## src/rtl/posit_accum_stream_if.sv

```systemverilog
// Element stream into, and burst result out of, the posit accumulator.
// The slave modport is the accumulator's view; master is the driver/consumer side.
interface posit_accum_stream_if #(
    parameter int FRAC_W  = 28,
    parameter int SCALE_W = 8,
    parameter int ACC_W   = 128,
    parameter int CNT_W   = 16
);
    logic                      in_valid;
    logic                      in_ready;
    logic                      in_sign;
    logic                      in_zero;
    logic                      in_inf;
    logic signed [SCALE_W-1:0] in_scale;
    logic [FRAC_W-1:0]         in_fraction;
    logic                      in_last;

    logic                      out_valid;
    logic                      out_ready;
    logic signed [ACC_W-1:0]   out_sum;
    logic [CNT_W-1:0]          out_count;
    logic                      out_nar;
    logic                      out_overflow;

    modport slave (
        input  in_valid, in_sign, in_zero, in_inf, in_scale, in_fraction, in_last, out_ready,
        output in_ready, out_valid, out_sum, out_count, out_nar, out_overflow
    );

    modport master (
        output in_valid, in_sign, in_zero, in_inf, in_scale, in_fraction, in_last, out_ready,
        input  in_ready, out_valid, out_sum, out_count, out_nar, out_overflow
    );
endinterface

```

## src/rtl/posit_accum_stream.sv

```systemverilog
// Aligns decoded posit elements into a wide fixed-point accumulator and emits
// one sum/count/flags result per in_last-delimited burst.
module posit_accum_stream #(
    parameter int FRAC_W   = 28,
    parameter int SCALE_W  = 8,
    parameter int ACC_W    = 128,
    parameter int ACC_FRAC = 64,
    parameter int CNT_W    = 16
) (
    input  logic                 clk,
    input  logic                 reset,
    posit_accum_stream_if.slave  bus
);
    typedef enum logic [1:0] {ACCUM, DRAIN, OUTPUT} state_e;

    state_e             state_q, state_d;
    logic               in_ready_q, in_ready_d;
    logic               s1_valid_q, s1_valid_d;
    logic               s1_last_q, s1_last_d;
    logic               s1_nar_q, s1_nar_d;
    logic               s1_ovf_q, s1_ovf_d;
    logic [ACC_W-1:0]   s1_term_q, s1_term_d;
    logic [ACC_W-1:0]   acc_q, acc_d;
    logic [CNT_W-1:0]   cnt_q, cnt_d;
    logic               nar_q, nar_d;
    logic               ovf_q, ovf_d;
    logic               out_valid_q, out_valid_d;
    logic [ACC_W-1:0]   out_sum_q, out_sum_d;
    logic [CNT_W-1:0]   out_count_q, out_count_d;
    logic               out_nar_q, out_nar_d;
    logic               out_ovf_q, out_ovf_d;

    logic               accept;
    int                 sh;
    logic [ACC_W-1:0]   mag;
    logic [ACC_W-1:0]   shifted;
    logic [ACC_W-1:0]   sum;
    logic               add_ovf;

    always_comb begin
        // NOTE: every signal gets a default first, so no branch can leave one unassigned and infer a latch.
        state_d     = state_q;
        in_ready_d  = in_ready_q;
        s1_valid_d  = 1'b0;
        s1_last_d   = 1'b0;
        s1_nar_d    = 1'b0;
        s1_ovf_d    = 1'b0;
        s1_term_d   = s1_term_q;
        acc_d       = acc_q;
        cnt_d       = cnt_q;
        nar_d       = nar_q;
        ovf_d       = ovf_q;
        out_valid_d = out_valid_q;
        out_sum_d   = out_sum_q;
        out_count_d = out_count_q;
        out_nar_d   = out_nar_q;
        out_ovf_d   = out_ovf_q;

        accept  = bus.in_valid && in_ready_q;
        sh      = int'($signed(bus.in_scale)) - FRAC_W + ACC_FRAC;
        mag     = ACC_W'({1'b1, bus.in_fraction});
        shifted = (sh >= 0) ? (mag << sh) : (mag >> (-sh));

        // Stage 1: zero outranks NaR, which outranks an out-of-range scale.
        if (accept) begin
            s1_valid_d = 1'b1;
            s1_last_d  = bus.in_last;
            s1_term_d  = bus.in_sign ? (~shifted + 1'b1) : shifted;
            if (bus.in_zero) begin
                s1_term_d = '0;
            end else if (bus.in_inf) begin
                s1_term_d = '0;
                s1_nar_d  = 1'b1;
            end else if (int'($signed(bus.in_scale)) > ACC_W - ACC_FRAC - 2) begin
                s1_term_d = '0;
                s1_ovf_d  = 1'b1;
            end
        end

        // Stage 2: wrap-around add with signed-overflow detection.
        sum     = acc_q + s1_term_q;
        add_ovf = (acc_q[ACC_W-1] == s1_term_q[ACC_W-1]) && (sum[ACC_W-1] != acc_q[ACC_W-1]);
        if (s1_valid_q) begin
            acc_d = sum;
            cnt_d = (&cnt_q) ? cnt_q : cnt_q + 1'b1;
            nar_d = nar_q | s1_nar_q;
            ovf_d = ovf_q | s1_ovf_q | add_ovf;
        end

        case (state_q)
            ACCUM: begin
                if (accept && bus.in_last) begin
                    in_ready_d = 1'b0;
                    state_d    = DRAIN;
                end
            end
            DRAIN: begin
                if (s1_valid_q && s1_last_q) begin
                    out_sum_d   = nar_d ? '0 : sum;
                    out_count_d = cnt_d;
                    out_nar_d   = nar_d;
                    out_ovf_d   = ovf_d;
                    out_valid_d = 1'b1;
                    state_d     = OUTPUT;
                end
            end
            OUTPUT: begin
                if (out_valid_q && bus.out_ready) begin
                    out_valid_d = 1'b0;
                    acc_d       = '0;
                    cnt_d       = '0;
                    nar_d       = 1'b0;
                    ovf_d       = 1'b0;
                    in_ready_d  = 1'b1;
                    state_d     = ACCUM;
                end
            end
            default: state_d = ACCUM;
        endcase
    end

    always_ff @(posedge clk or posedge reset) begin
        if (reset) state_q <= ACCUM;
        else       state_q <= state_d;
    end

    // NOTE: non-blocking assignments so every flop updates from values sampled before the edge.
    always_ff @(posedge clk or posedge reset) begin
        if (reset) begin
            in_ready_q  <= 1'b1;
            s1_valid_q  <= 1'b0;
            s1_last_q   <= 1'b0;
            s1_nar_q    <= 1'b0;
            s1_ovf_q    <= 1'b0;
            s1_term_q   <= '0;
            acc_q       <= '0;
            cnt_q       <= '0;
            nar_q       <= 1'b0;
            ovf_q       <= 1'b0;
            out_valid_q <= 1'b0;
            out_sum_q   <= '0;
            out_count_q <= '0;
            out_nar_q   <= 1'b0;
            out_ovf_q   <= 1'b0;
        end else begin
            in_ready_q  <= in_ready_d;
            s1_valid_q  <= s1_valid_d;
            s1_last_q   <= s1_last_d;
            s1_nar_q    <= s1_nar_d;
            s1_ovf_q    <= s1_ovf_d;
            s1_term_q   <= s1_term_d;
            acc_q       <= acc_d;
            cnt_q       <= cnt_d;
            nar_q       <= nar_d;
            ovf_q       <= ovf_d;
            out_valid_q <= out_valid_d;
            out_sum_q   <= out_sum_d;
            out_count_q <= out_count_d;
            out_nar_q   <= out_nar_d;
            out_ovf_q   <= out_ovf_d;
        end
    end

    assign bus.in_ready     = in_ready_q;
    assign bus.out_valid    = out_valid_q;
    assign bus.out_sum      = out_sum_q;
    assign bus.out_count    = out_count_q;
    assign bus.out_nar      = out_nar_q;
    assign bus.out_overflow = out_ovf_q;
endmodule

```

## src/flat_wrapper.sv

```systemverilog
// flat-port wrapper written by rule: the top's interface ports become plain ports
module posit_accum_stream_flat 
#(
    parameter int FRAC_W   = 28,
    parameter int SCALE_W  = 8,
    parameter int ACC_W    = 128,
    parameter int ACC_FRAC = 64,
    parameter int CNT_W    = 16
)
  (clk, reset, bus_in_valid, bus_in_sign, bus_in_zero, bus_in_inf, bus_in_scale, bus_in_fraction, bus_in_last, bus_out_ready, bus_in_ready, bus_out_valid, bus_out_sum, bus_out_count, bus_out_nar, bus_out_overflow);
  posit_accum_stream_if #(.FRAC_W(FRAC_W), .SCALE_W(SCALE_W), .ACC_W(ACC_W), .CNT_W(CNT_W)) bus_i ();
  input  logic clk;
  input  logic reset;
  input wire logic [$bits(bus_i.in_valid)-1:0] bus_in_valid;
  input wire logic [$bits(bus_i.in_sign)-1:0] bus_in_sign;
  input wire logic [$bits(bus_i.in_zero)-1:0] bus_in_zero;
  input wire logic [$bits(bus_i.in_inf)-1:0] bus_in_inf;
  input wire logic [$bits(bus_i.in_scale)-1:0] bus_in_scale;
  input wire logic [$bits(bus_i.in_fraction)-1:0] bus_in_fraction;
  input wire logic [$bits(bus_i.in_last)-1:0] bus_in_last;
  input wire logic [$bits(bus_i.out_ready)-1:0] bus_out_ready;
  output wire logic [$bits(bus_i.in_ready)-1:0] bus_in_ready;
  output wire logic [$bits(bus_i.out_valid)-1:0] bus_out_valid;
  output wire logic [$bits(bus_i.out_sum)-1:0] bus_out_sum;
  output wire logic [$bits(bus_i.out_count)-1:0] bus_out_count;
  output wire logic [$bits(bus_i.out_nar)-1:0] bus_out_nar;
  output wire logic [$bits(bus_i.out_overflow)-1:0] bus_out_overflow;
  assign bus_i.in_valid = bus_in_valid;
  assign bus_i.in_sign = bus_in_sign;
  assign bus_i.in_zero = bus_in_zero;
  assign bus_i.in_inf = bus_in_inf;
  assign bus_i.in_scale = bus_in_scale;
  assign bus_i.in_fraction = bus_in_fraction;
  assign bus_i.in_last = bus_in_last;
  assign bus_i.out_ready = bus_out_ready;
  assign bus_in_ready = bus_i.in_ready;
  assign bus_out_valid = bus_i.out_valid;
  assign bus_out_sum = bus_i.out_sum;
  assign bus_out_count = bus_i.out_count;
  assign bus_out_nar = bus_i.out_nar;
  assign bus_out_overflow = bus_i.out_overflow;
  posit_accum_stream #(.FRAC_W(FRAC_W), .SCALE_W(SCALE_W), .ACC_W(ACC_W), .ACC_FRAC(ACC_FRAC), .CNT_W(CNT_W)) u_core (.clk(clk), .reset(reset), .bus(bus_i));
endmodule
```

## config.mk

```make
export PLATFORM = sky130hd
export DESIGN_NAME = posit_accum_stream_flat
export DESIGN_NICKNAME = d
export VERILOG_FILES = /design/src/rtl/posit_accum_stream_if.sv /design/src/rtl/posit_accum_stream.sv /design/src/flat_wrapper.sv
export SDC_FILE = /design/constraint.sdc
export NUM_CORES = 2
export LEC_CHECK = 0
export BUFFER_PORTS_ARGS = -buffer_cell sky130_fd_sc_hd__buf_2
export CORE_AREA = 8 8 322 324
export DETAILED_ROUTE_END_ITERATION = 12
export DIE_AREA = 0 0 330 332
export PLACE_DENSITY = 0.47
export SYNTH_ARGS = -nofsm -noshare
export SYNTH_HDL_FRONTEND = slang
export SYNTH_SLANG_ARGS = --single-unit
```

## constraint.sdc

```tcl
create_clock -name clk -period 15.8 [get_ports clk]
set_input_delay 0.79 -clock clk [delete_from_list [all_inputs] [get_ports clk]]
set_output_delay 0.79 -clock clk [all_outputs]
set_load 0.05 [all_outputs]
```

; After elaboration in Yosys (flattened, before gate mapping)
; Index checks and enable logic that the tools add are counted.
[word_totals]
reg_bits = 428
input_bits = 44
out_inout_bits = 148
word_cells = 88
[classes]
addsub = 6
n_lt_le_gt_ge = 2
eq_ne = 7
shift = 2
mux = 38
bitwise_logic = 4
n_reduce_logical = 13
[op_table]
columns = cell, n
row1 = $mux W128, 9
row2 = $add A128 B1 Y128 const B, 1
row3 = $add A128 B128 Y128, 1
row4 = $not A128 Y128, 1
row5 = $shl A29 B32 Y128, 1
row6 = $shr A29 B32 Y128, 1
row7 = $mux W16, 4
row8 = $add A32 B8 Y32 const B, 1
row9 = $ge A32 B1 Y1 const B, 1
row10 = $neg A32 Y32, 1
row11 = $mux W1, 19
row12 = $add A16 B1 Y16 const B, 1
row13 = $reduce_and A16 Y1, 1
row14 = $reduce_and A3 Y1, 3
row15 = $sub A8 B6 Y9 const B, 1
row16 = $gt A8 B7 Y1 const B, 1
row17 = $mux W2, 3
row18 = $ne A2 B1 Y1 const B, 3
row19 = $pmux W2 S3, 1
row20 = $logic_and A1 B1 Y1, 5
row21 = $pmux W1 S2, 2
row22 = $reduce_bool A2 Y1, 2
row23 = $or A1 B1 Y1, 3
row24 = $eq A2 B1 Y1 const B, 1
row25 = other kinds (5), 5

; Depth between registers and ports, before layout
[logic_depth]
ltp_word = 11
depth_mapped = 27
mapped_depth_nobuf = 24

; Worst setup path after synthesis
; Ideal clock, no wire load.
[synth_timing]
kind = in2reg
from = input bus_in_scale[1]
to = register u_core.s1_term_q[97]
arrival_time_ps = 6447
required_ps = 15671
slack_ps = 9223
path_stages = 22
cell_sequence = buf_2 > inv_2 > buf_2 > buf_1 > ha_1 > clkbuf_1 > clkbuf_1 > clkbuf_1 > mux4_2 > a21oi_1 > o22ai_1 > a22o_1 > or2_2 > or3_1 > clkbuf_1 > or2_1 > clkbuf_1 > or3_1 > or4_1 > o31ai_1 > xor2_1 > o21ai_1
[synth_between]
elab_chain_cells = 11
[synth_lines]
columns = item, line
row1 = from (decl), flat_wrapper.sv:18  ; input wire logic [$bits(bus_i.in_scale)-1:0] bus_in_scale;
row2 = $sub A8 B6 Y9, posit_accum_stream.sv:60  ; sh = int'($signed(bus.in_scale)) - FRAC_W + ACC_FRAC;
row3 = $add A32 B8 Y32, posit_accum_stream.sv:60
row4 = $neg A32 Y32, posit_accum_stream.sv:62  ; shifted = (sh >= 0) ? (mag << sh) : (mag >> (-sh));
row5 = $shr A29 B32 Y128, posit_accum_stream.sv:62
row6 = $mux W128, posit_accum_stream.sv:62
row7 = $not A128 Y128, posit_accum_stream.sv:68  ; s1_term_d = bus.in_sign ? (~shifted + 1'b1) : shifted;
row8 = $add A128 B1 Y128, posit_accum_stream.sv:68
row9 = $mux W128, posit_accum_stream.sv:68
row10 = $mux W128 *, posit_accum_stream.sv:74  ; end else if (int'($signed(bus.in_scale)) > ACC_W - ACC_FRAC - 2) begin
row11 = $mux W128 *, posit_accum_stream.sv:71  ; end else if (bus.in_inf) begin
row12 = $mux W128 *, posit_accum_stream.sv:69  ; if (bus.in_zero) begin
row13 = to (signal assigned), posit_accum_stream.sv:151  ; s1_term_q <= s1_term_d;
row14 = to (decl), posit_accum_stream.sv:22  ; logic [ACC_W-1:0] s1_term_q, s1_term_d;
; Mark *: on every way between the ends. The rest lies on a longest branch, timed or not.
; A chain may end at the register's enable or synchronous reset.

; Worst setup path after layout
[layout_timing]
from = input bus_in_scale[2]
to = register u_core.s1_term_q[119]
; Same word-level chain as after synthesis.

==> results.yml <==
die:
  core_um2: 99000
  die_w_um: 330
  die_area_um2: 110000
  rows: 116
  start_util_pct: 35.5
  die_y_um: 332
  io_pins: 192
layout:
  multiInputGateArea_um2: 23100
  area_delta_synth_final_pct: 11.5
  design_area_um2: 39200
  drive_above_1_share_pct: 11.5
  final_common_cell: "nand2_1"
  final_cell_mix: "nand2_1 (580), dfrtp_1 (426), nor2_1 (404)"
  fillers: 10400
  register_area_um2: 10700
  nNetsFinal: 4511
synthesis:
  synth_top_area_share_pct: 30.4
  synth_area_leader_cell: "dfrtp_1"
  synthesis.instances: 4288
  yosysSeqAreaShare_pct: 30.5
  post_synth_num_cell_types: 99
  yosysWarnings: 0
  netlist_area_um2: 35100
  syn_avg_cell_area_um2: 8.19
  synth_seq_cells: 428
  synth_edf_count: 0
  synthArstFlopShare_pct: 100
  yosys-top-cells-area: "dfrtp_1 (30%), nand2_1 (6.2%), o21ai_0 (5.4%)"
  synth-main-ff-cell: "dfrtp_1"
  synth_nets: 4470
clocking:
  hold_buffers: 0
  cts_tree: "yes"
  cts_setup_buffers: 0
  insertion_delay_ns: 0.64
  htree_levels: 2
  clkTransAtPathRegs_ns: 0.06
  cts_resized: 0
  cts-buffers-inserted: 52
  clock_sinks: 428
  cts_root_buffer: "clkbuf_16"
  max-clock-path-buffers: 3
timing:
  rsz0062_at_grt: "no"
  finalSetupViolCount: 0
  skew_ns: 0.0350
  fmax_ghz: 0.125
  layout_min_cycle_time_ns: 8.02
  worstMarginPinSlew_ns: 1.32
  tns_ns: 0
  period_share_pct: 50.7
  maxSlewHeadroom_pct: 11.5
  maxSlewViolCount: 0
  hold_viol_final: 0
drt:
  drt-total-wl_um: 151000
  vias: 34300
  ant_nets: 0
  wl_per_cell_um: 26.7
  viasPerCell: 6.05
  drt_iter0_markers: 3679
  first_pass_iters: 8
  remaining_drc_errors: 0
critical_path:
  cp-start-kind: "primary input"
  path_class: "in -> reg"
  ff2ff_path_depth: 16
  crit_required_ns: 16.37
  crit_start: "bus_in_scale[2]"
  r2r_start: "u_core.s1_term_q[31]"
  crit_path_end_kind: "register"
  critPathArrivalTime_ns: 8.58
  cp_max_fo: 30
global_routing:
  grt_pass1_wl_um: 226000
  grt_max_degree: 153
  grt_pass1_vias: 33000
  gr-usage-all-layers_pct: 26.7
  grt_overflow: 0
  antenna_found_initial: 5
pwr:
  p_leak_uw: 0.0173
  power_density_nw_per_um2: 129
  ir_drop_uv: 79.3
run:
  maxCapViolCount: 0
placed_design:
  dp_hpwl_um: 117000
  dpl-instance-area_um2: 37200
  place.gp.congestion: 1.03
  port-buffer-count: 191
worst_hold_path:
  hold_class: "in -> async"
status:
  outcome: "finished, final reports clean"
-- per-layer routing --
layer / part of all wire, % / GRT usage [%] / vias to the layer above
met5: 0.013 / 0 / -
met4: 3.6 / 8.31 / 4
met3: 7.3 / 4.89 / 271
met2: 41 / 38.6 / 1385
met1: 48 / 39.8 / 16700
li1: - / - / 15900
-- kinds of logic after synthesis --
| logic type | after synthesis | share of synthesized area [%] |
|---|---|---|
| XOR/XNOR | 265 | 6.65 |
| buffers and inverters | 336 | 3.89 |
| AND/OR/NAND/NOR | 1535 | 20.1 |
| multiplexers | 258 | 9.20 |
| AO/OA/AOI/OAI | 1328 | 24.7 |
| flip-flops | 428 | 30.5 |
| adder cells (fa/ha/maj) | 138 | 4.94 |
-- report_power, final --
part	switching, µW	internal (µW)	leakage, µW
registers	198	1360	0.00567
logic	1490	661	0.0107
clock network	512	828	0.000937
total	2200	2850	0.0173
-- metrics by stage --
stage          power [µW]  worst slack [ns]  util, %  cells  hold slack, ns
4_1_cts              5080              8.16     39.6   5669           0.314
2_1_floorplan        3050              3.09        -   4288           0.450
6_report             5050              7.78     39.6   5670           0.312
3_3_place_gp         3700              7.61     37.6   5573           0.448
3_5_place_dp         3710              7.53     37.6   5573           0.461
5_1_grt              5340              7.49     39.6   5669           0.377
-- state kept, by name (all words and copies together), names as in the netlist --
| signal | cells |
|---|---|
| u_core.bus.out_overflow | 1 |
| u_core.cnt_q | 16 |
| u_core.state_q | 2 |
| u_core.s1_nar_q | 1 |
| u_core.bus.out_sum | 128 |
| u_core.s1_valid_q | 1 |
| u_core.s1_last_q | 1 |
| u_core.bus.out_valid | 1 |
| u_core.bus.out_count | 16 |
| u_core.bus.out_nar | 1 |
| u_core.ovf_q | 1 |
| u_core.acc_q | 128 |
| u_core.s1_ovf_q | 1 |
| u_core.nar_q | 1 |
| u_core.s1_term_q | 128 |
| u_core.bus.in_ready | 1 |
-- area by class of cell --
type                    instances  share of cell area [%]
diodes                          1                 0.00639
clock buffers                  72                    3.92
clock inverters                24                    1.03
inverters                      60                   0.594
multi-input cells            3524                    59.1
flip-flops and latches        428                    27.4
well taps                    1298                    4.15
repair buffers                263                    3.90
-- Yosys cell counts (13+ instances only) --
library cell	count
or4_1	20
dfrtp_1	427
nand2b_1	28
nand3_1	109
a21o_1	90
clkbuf_1	196
a22oi_1	27
nor3_1	83
a211oi_1	43
o21ai_0	380
inv_1	58
xnor2_1	145
a31oi_1	55
a21oi_1	242
ha_1	137
mux4_2	46
buf_1	38
nand4_1	62
nor2_1	405
or3_1	32
mux2_2	36
nand2_1	581
o31ai_1	45
mux2i_1	167
nor2b_1	35
o21bai_1	28
nor4_1	31
o211ai_1	32
a22o_1	109
and3_1	25
buf_2	33
or2_2	23
o21ai_1	19
xor2_1	118
and2_1	35
nand3b_1	13
o21a_1	26
o22ai_1	37
-- critical path: stages --
cell and delay, ns:
buf_2 0.24, ha_2 0.41, a21oi_1 0.14, xnor2_1 0.46, inv_1 0.22, ha_1 0.51
nor3_1 0.17, mux2_2 0.29, buf_4 0.24, nand2_1 0.65, o32ai_1 0.22, o31ai_1 0.94
nand4b_1 0.29, nor4_1 0.30, nand4_1 0.25, or4_1 0.48, nor4_1 0.27, nand3_1 0.25
or2_1 0.50, nor3_1 0.58, o2111ai_1 0.21, nand3_1 0.12
-- path summary, 6_finish.rpt --
path,end,slack [ns]
max,u_core.s1_term_q[119],7.78
max in group asynchronous,u_core.s1_valid_q,13.23
min in group clk,u_core.s1_last_q,0.38
min,u_core.bus.out_sum[32],0.31
max reg2reg,u_core.bus.out_sum[122],9.01
min reg2reg,u_core.bus.out_count[3],0.47
No activity file was read; power rests on OpenSTA's default activity.
